[config.mk]
export PLATFORM = sky130hd
export DESIGN_NAME = accelerator_transformer_layer_scheduler
export DESIGN_NICKNAME = d
export VERILOG_FILES = /design/src/rtl/accelerator_transformer_layer_scheduler.sv
export SDC_FILE = /design/constraint.sdc
export NUM_CORES = 1
export LEC_CHECK = 0
export CAP_MARGIN = 25
export CORE_ASPECT_RATIO = 2
export CORE_MARGIN = 2
export CORE_UTILIZATION = 58
export DETAILED_ROUTE_END_ITERATION = 8
export DONT_BUFFER_PORTS = 1
export GPL_TIMING_DRIVEN = 0
export PLACE_DENSITY = 0.76
export SLEW_MARGIN = 20
export SYNTH_ARGS = -nofsm -noshare
export SYNTH_HDL_FRONTEND = slang
export SYNTH_SLANG_ARGS = --single-unit
[constraint.sdc]
create_clock -name CLK -period 3.4 [get_ports CLK]
set_clock_uncertainty 0.1 [all_clocks]
set_input_delay 0.68 -clock CLK [delete_from_list [all_inputs] [get_ports CLK]]
set_output_delay 0.68 -clock CLK [all_outputs]
set_load 0.05 [all_outputs]
[src/rtl/accelerator_transformer_layer_scheduler.sv]
// Sequences MHA -> NORM1 -> FNN -> NORM2 stage starts for each transformer layer,
// tracks the layer index and flags completion strobes that arrive out of turn.
module accelerator_transformer_layer_scheduler #(
  parameter int DATA_SIZE    = 64,
  parameter int CONTROL_SIZE = 4
) (
  input  logic                    CLK,
  input  logic                    RST,
  input  logic                    START,
  output logic                    READY,
  input  logic [DATA_SIZE-1:0]    SIZE_L_IN,
  output logic                    MHA_START,
  output logic                    NORM1_START,
  output logic                    FNN_START,
  output logic                    NORM2_START,
  input  logic                    MHA_READY,
  input  logic                    NORM1_READY,
  input  logic                    FNN_READY,
  input  logic                    NORM2_READY,
  output logic [DATA_SIZE-1:0]    LAYER_OUT,
  output logic [CONTROL_SIZE-1:0] STAGE_OUT,
  output logic                    BUSY,
  output logic                    ERROR
);

  typedef enum logic [2:0] {
    S_IDLE  = 3'd0,
    S_MHA   = 3'd1,
    S_NORM1 = 3'd2,
    S_FNN   = 3'd3,
    S_NORM2 = 3'd4
  } state_t;

  state_t               state;
  logic [DATA_SIZE-1:0] size_lat;
  logic [3:0]           stage_mask;
  logic [3:0]           ready_vec;
  logic [3:0]           start_vec;
  logic [3:0]           acc_vec;
  logic                 accept;
  logic                 violation;
  logic                 last_layer;

  always_comb begin
    stage_mask = 4'b0000;
    case (state)
      S_MHA:   stage_mask = 4'b0001;
      S_NORM1: stage_mask = 4'b0010;
      S_FNN:   stage_mask = 4'b0100;
      S_NORM2: stage_mask = 4'b1000;
      default: stage_mask = 4'b0000;
    endcase
  end

  // A strobe is only accepted for the active stage once its start pulse has passed;
  // every other strobe, including one during the pulse cycle, is a violation.
  assign ready_vec  = {NORM2_READY, FNN_READY, NORM1_READY, MHA_READY};
  assign start_vec  = {NORM2_START, FNN_START, NORM1_START, MHA_START};
  assign acc_vec    = ready_vec & stage_mask & ~start_vec;
  assign accept     = |acc_vec;
  assign violation  = |(ready_vec & ~acc_vec);
  assign last_layer = (LAYER_OUT == size_lat - DATA_SIZE'(1));

  assign STAGE_OUT  = CONTROL_SIZE'(state);
  assign BUSY       = (state != S_IDLE);

  always_ff @(posedge CLK) begin
    if (!RST) begin
      state       <= S_IDLE;
      size_lat    <= '0;
      LAYER_OUT   <= '0;
      READY       <= 1'b0;
      MHA_START   <= 1'b0;
      NORM1_START <= 1'b0;
      FNN_START   <= 1'b0;
      NORM2_START <= 1'b0;
      ERROR       <= 1'b0;
    end else begin
      READY       <= 1'b0;
      MHA_START   <= 1'b0;
      NORM1_START <= 1'b0;
      FNN_START   <= 1'b0;
      NORM2_START <= 1'b0;
      if (violation) ERROR <= 1'b1;
      case (state)
        S_IDLE: begin
          if (START) begin
            ERROR <= violation;
            if (SIZE_L_IN != '0) begin
              size_lat  <= SIZE_L_IN;
              LAYER_OUT <= '0;
              state     <= S_MHA;
              MHA_START <= 1'b1;
            end else begin
              READY <= 1'b1;
            end
          end
        end
        S_MHA: begin
          if (accept) begin
            state       <= S_NORM1;
            NORM1_START <= 1'b1;
          end
        end
        S_NORM1: begin
          if (accept) begin
            state     <= S_FNN;
            FNN_START <= 1'b1;
          end
        end
        S_FNN: begin
          if (accept) begin
            state       <= S_NORM2;
            NORM2_START <= 1'b1;
          end
        end
        S_NORM2: begin
          if (accept) begin
            if (last_layer) begin
              state <= S_IDLE;
              READY <= 1'b1;
            end else begin
              LAYER_OUT <= LAYER_OUT + DATA_SIZE'(1);
              state     <= S_MHA;
              MHA_START <= 1'b1;
            end
          end
        end
        default: state <= S_IDLE;
      endcase
    end
  end

endmodule

Word level (Yosys, flattened, before mapping)
Cells that the tools add are included.

Add/sub/neg operators: 2. Mux-type cells: 28. Reduce and logical (&&, ||, !) cells: 12. Equality and inequality tests: 12. Bitwise operators: 5.

Operators with widths (number): 2-to-1 mux 64 bit (4); case mux 64 bit (2 select lines) (1); adder 64 x 1 -> 64 bit, second input constant (1); == test 64 bit (1); nonzero test 64 bit (1); subtractor 64 x 1 -> 64 bit, second input constant (1); 2-to-1 mux 3 bit (6); case mux 4 bit (4 select lines) (1); case mux 3 bit (5 select lines) (1); != test 2 bit, second input constant (7); 2-to-1 mux 1 bit (13); bitwise AND 4 bit (3); NOT 4 bit (2); OR reduction 4 bit (2); == test 3 x 2 -> 1 bit, second input constant (2); AND reduction 2 bit (3); AND reduction 6 bit (1); AND reduction 5 bit (1); case mux 1 bit (2 select lines) (2); == test 3 x 1 -> 1 bit, second input constant (1); == test 3 bit, second input constant (1); logical NOT 3 bit (1); AND reduction 3 bit (1); nonzero test 3 bit (1); nonzero test 2 bit (1).

Register bits after elaboration: 137. Logic and storage cells: 68.

Longest topological paths before layout
Depth after elaboration: 10. Depth in mapped cells: 16.

Worst setup path before layout
No wires, ideal clock.

Kind: register to register. Start: register size_lat[45]. End: register LAYER_OUT[14]. Stages on the path, launching flop included: 14. Path buffers: 3. Path slack: -0.377 ns. Library setup time: 0.128 ns. Period minus slack after synthesis: 3.777 ns. Data arrival time: 3.549 ns. Path through: dfxtp_1 or4_1 buf_2 or4_4 nor2_2 nand4_1 a2111oi_2 nand4_1 or4_4 o211a_1 buf_6 buf_2 xnor2_1 nor2_1.

Word-level cells in the longest chain between the ends: 4.

Ends and longest elaborated chain: from (decl) (line 35) `logic [DATA_SIZE-1:0] size_lat;`; from (signal assigned) (line 70) `size_lat <= '0;`; from (signal assigned) (line 90) `size_lat <= SIZE_L_IN;`; subtractor 64 x 1 -> 64 bit (line 62) `assign last_layer = (LAYER_OUT == size_lat - DATA_SIZE'(1));`; == test 64 bit (line 62); != test 2 bit (no line); AND reduction 5 bit (no line); to (signal assigned) (line 123) `LAYER_OUT <= LAYER_OUT + DATA_SIZE'(1);`; to (decl) (line 20) `output logic [DATA_SIZE-1:0] LAYER_OUT,`.

No other way between the ends. A chain may end at the register's enable or synchronous reset.

Final worst setup path
Start: register size_lat[5]. End: register LAYER_OUT[27].

Same word-level chain as after synthesis.

==> flow_summary.json <==
{
  "ys.flop_type": "dfxtp_1",
  "synth_nets": 1185,
  "worst_pin_slew_ps": 979,
  "worstRegToRegCells": 14,
  "crit_arrival_ps": 4260,
  "total_power_mw": 6.83,
  "synth.top_cell.area_share_pct": 32.7,
  "instances_no_fill": 1400,
  "post-route-min-period_ps": 4000,
  "synth_seq_cells": 137,
  "ys_types": 71,
  "final_common_cell": "nand2_1",
  "clock_path_buffers": 2,
  "startpoint_type": "flip-flop",
  "die_area_mm2": 0.0155,
  "cts.reportedPaths.clkPinSlew_ps": 70,
  "yosysSeqAreaShare_pct": 32.7,
  "initial_utilization_pct": 58.8,
  "drtAntennaViolNets": 0,
  "yosysTopAreaCell": "dfxtp_1",
  "die-width_um": 89.0,
  "antenna_found_initial": 0,
  "routabilityCongestion": 1.00,
  "critPathTopFamily": "simple AND/OR/NAND/NOR gates",
  "powerDensity_mw_per_mm2": 638,
  "violations": "setup timing",
  "setup.worst_path.end": "LAYER_OUT[27]",
  "outcome": "finished, violations left",
  "synth_async_sr_flop_share_pct": 0,
  "rrSetupSlack_ps": -600,
  "worst_path_max_delay_cell": "or4_4",
  "cts_tree": "yes",
  "cts_max_level": 4,
  "core_mm2": 0.0143,
  "nets": 1268,
  "crit_path_start": "size_lat[5]",
  "drive_gt1_share_pct": 22.5,
  "fillCellCount": 1121,
  "placedCellCount": 1304,
  "vias": 9730,
  "synthToLayoutAreaGrowth_pct": 27.6,
  "critical_path_buf_inv_count": 4,
  "fin_crit_sh_pct": 118,
  "grt_pass1_vias": 9320,
  "end_kind": "flip-flop",
  "synthCells": 1112,
  "stdcell_area_mm2": 0.0107,
  "vdd_drop_max_mv": 0.472,
  "rows": 62,
  "cts_buffers": 17,
  "drt_iter0_markers": 910,
  "grt_pass1_wl_mm": 49.1,
  "grt_start_max_net_pins": 17,
  "p_leak_nw": 3.89,
  "max_freq_mhz": 250,
  "clock-sinks": 137,
  "ios": 146,
  "synthTopCellsByArea": "dfxtp_1, nand2_1, a21oi_1, xnor2_1, or3_1",
  "ys_warn_count": 0,
  "grt_overflow": 0,
  "path_class": "reg2reg",
  "rsz0062_at_grt": "yes",
  "holdCritPathClass": "in2reg",
  "crit_required_ps": 3660,
  "avgSynthCellArea_um2": 7.54,
  "num_antenna_cells": 0,
  "drc_errors": 0,
  "setup_slack_ps": -598,
  "syn-cell-area_mm2": 0.00839,
  "place_area_mm2": 0.00879,
  "drt_wl_total_mm": 34.4,
  "final_max_slew_viol_count": 0,
  "r2r_end": "LAYER_OUT[27]",
  "grt.total_usage_pct": 42.5,
  "r2r-start": "size_lat[5]",
  "cp.depth": 14,
  "drt_first_pass_iters": 7,
  "root_buffer": "clkbuf_16",
  "final_cell_mix": "nand2_1, dfxtp_1, a21oi_1",
  "die_h_um": 174,
  "max_slew_margin_pct": 34.7,
  "worstSkewPairLatency_ps": 440,
  "crit_path_max_fanout": 10,
  "dpl.hpwl_mm": 23.6,
  "post_drt_wl_per_cell_um": 24.6,
  "synth_edf_count": 0,
  "crit_chain": "nor4_4 -> buf_4 -> nand4_1 -> clkbuf_2 -> nor3_1 -> xnor2_1 -> nor4_4 -> nand4_1 -> or4_4 -> o21ai_4 -> buf_6 -> buf_6 -> o21ai_1 -> a21oi_1",
  "hold_violations": 0,
  "via_per_inst": 6.95,
  "setup_viol": 67,
  "io_buffers": 0,
  "cap_violations": 0,
  "crit_path_max_incr_delay_ps": 540
}
## where the power goes
group	total, mW	leakage (nW)	switching (mW)	internal [mW]
Combinational	2.68	2.45	1.57	1.11
Clock	2.04	0.308	0.764	1.28
Sequential	2.10	1.13	0.344	1.76
Total	6.83	3.89	2.68	4.15
## flip-flops by register name (all words and copies together) (netlist names)
signal and flops:
MHA_START 1, NORM2_START 1, READY 1, NORM1_START 1, FNN_START 1, LAYER_OUT 64
state 3, size_lat 64, ERROR 1
## worst min path at each step
stage / start / to / slack (ps) / cells past startpoint
after CTS: SIZE_L_IN[3] / size_lat[3] / 260 / 2
final: SIZE_L_IN[48] / size_lat[48] / 270 / 2
after global placement: size_lat[56] / size_lat[56] / 370 / 2
after floorplan: size_lat[48] / size_lat[48] / 350 / 2
after global routing: SIZE_L_IN[51] / size_lat[51] / 270 / 2
after detailed placement: size_lat[59] / size_lat[59] / 380 / 2
## Yosys cell counts, types with 3 or more instances
| master | number |
|---|---|
| and4_1 | 9 |
| a31o_1 | 5 |
| xnor2_1 | 54 |
| o21ai_0 | 33 |
| buf_2 | 4 |
| a41o_1 | 4 |
| nor4_2 | 5 |
| o211ai_1 | 6 |
| o21ai_1 | 5 |
| a311o_1 | 3 |
| nor2_1 | 54 |
| nor4_1 | 37 |
| or4_1 | 18 |
| clkbuf_1 | 55 |
| nand4_1 | 40 |
| nand3b_1 | 6 |
| nor2b_1 | 6 |
| buf_6 | 3 |
| o31ai_1 | 12 |
| or4_4 | 3 |
| a21oi_1 | 119 |
| o2111ai_1 | 4 |
| mux2i_1 | 9 |
| a2111o_1 | 3 |
| inv_1 | 13 |
| a21o_1 | 4 |
| xor2_1 | 32 |
| or3_1 | 46 |
| and2_1 | 9 |
| nand4b_1 | 4 |
| a31o_2 | 6 |
| nor3_2 | 3 |
| nor3_1 | 39 |
| nand2b_1 | 9 |
| nor3b_1 | 3 |
| nand3_1 | 34 |
| and3_1 | 27 |
| nand2_1 | 190 |
| a211oi_1 | 6 |
| a31oi_1 | 11 |
| dfxtp_1 | 137 |
## cell families (layout without fill, tap and decap cells)
group                    count (synthesis)  in the layout  share of synthesized area [%]
AO/OA/AOI/OAI                          244            245                           18.0
XOR/XNOR                                86             86                           8.98
other                                    1              1                         0.0447
buffers and inverters                   79            174                           3.97
AND/OR/NAND/NOR                        553            553                           34.9
adder cells (fa/ha/maj)                  2              2                          0.298
multiplexers                            10             10                           1.21
flip-flops                             137            137                           32.7
## worst register-to-register path, cell delays in order, from the launching register on
cell and delay (ps):
dfxtp_4 370, nor4_4 380, buf_4 190, nand4_1 170, clkbuf_2 280, nor3_1 240, xnor2_1 160, nor4_4 400
nand4_1 200, or4_4 540, o21ai_4 270, buf_6 200, buf_6 150, o21ai_1 60, a21oi_1 230
## routing by layer
metal	global-route usage, %	share of wire (%)	vias up
met5	0	0	-
met4	37.2	11	0
met2	70.7	48	673
li1	-	-	4260
met3	15.3	10	276
met1	38.8	31	4521
## area by class of cell
type | instances | area [µm²] | share of cell area, %
Sequential cell | 137 | 2810 | 26.2
Buffer | 57 | 389 | 3.64
Clock inverter | 12 | 171 | 1.60
Inverter | 13 | 48.8 | 0.456
Multi-Input combinational cell | 897 | 5920 | 55.3
Clock buffer | 20 | 467 | 4.36
Timing Repair Buffer | 72 | 663 | 6.20
Tap cell | 192 | 240 | 2.24
## metrics by stage
stage	utilization, %	hold slack (ps)	setup slack [ps]	setup TNS (ps)
after CTS	71.3	265	-443	-22140
final	75.0	266	-598	-31210
after global placement	61.6	368	-1660	-154480
after floorplan	-	347	-166	-3230
after global routing	75.0	265	-726	-40370
after detailed placement	61.6	376	-1360	-117040
## what timing repair did
| item | CTS | global route |
|---|---|---|
| endpoints found under the setup margin | 131 | 67 |
| hold buffers | 0 | 0 |
| resized for setup | 116 | 80 |
| pin swaps | 66 | 51 |
| buffers inserted | 41 | 24 |
| endpoints found under the hold margin | 0 | 0 |
| gates cloned | 6 | 3 |
Power figures use the tool's default switching activity.
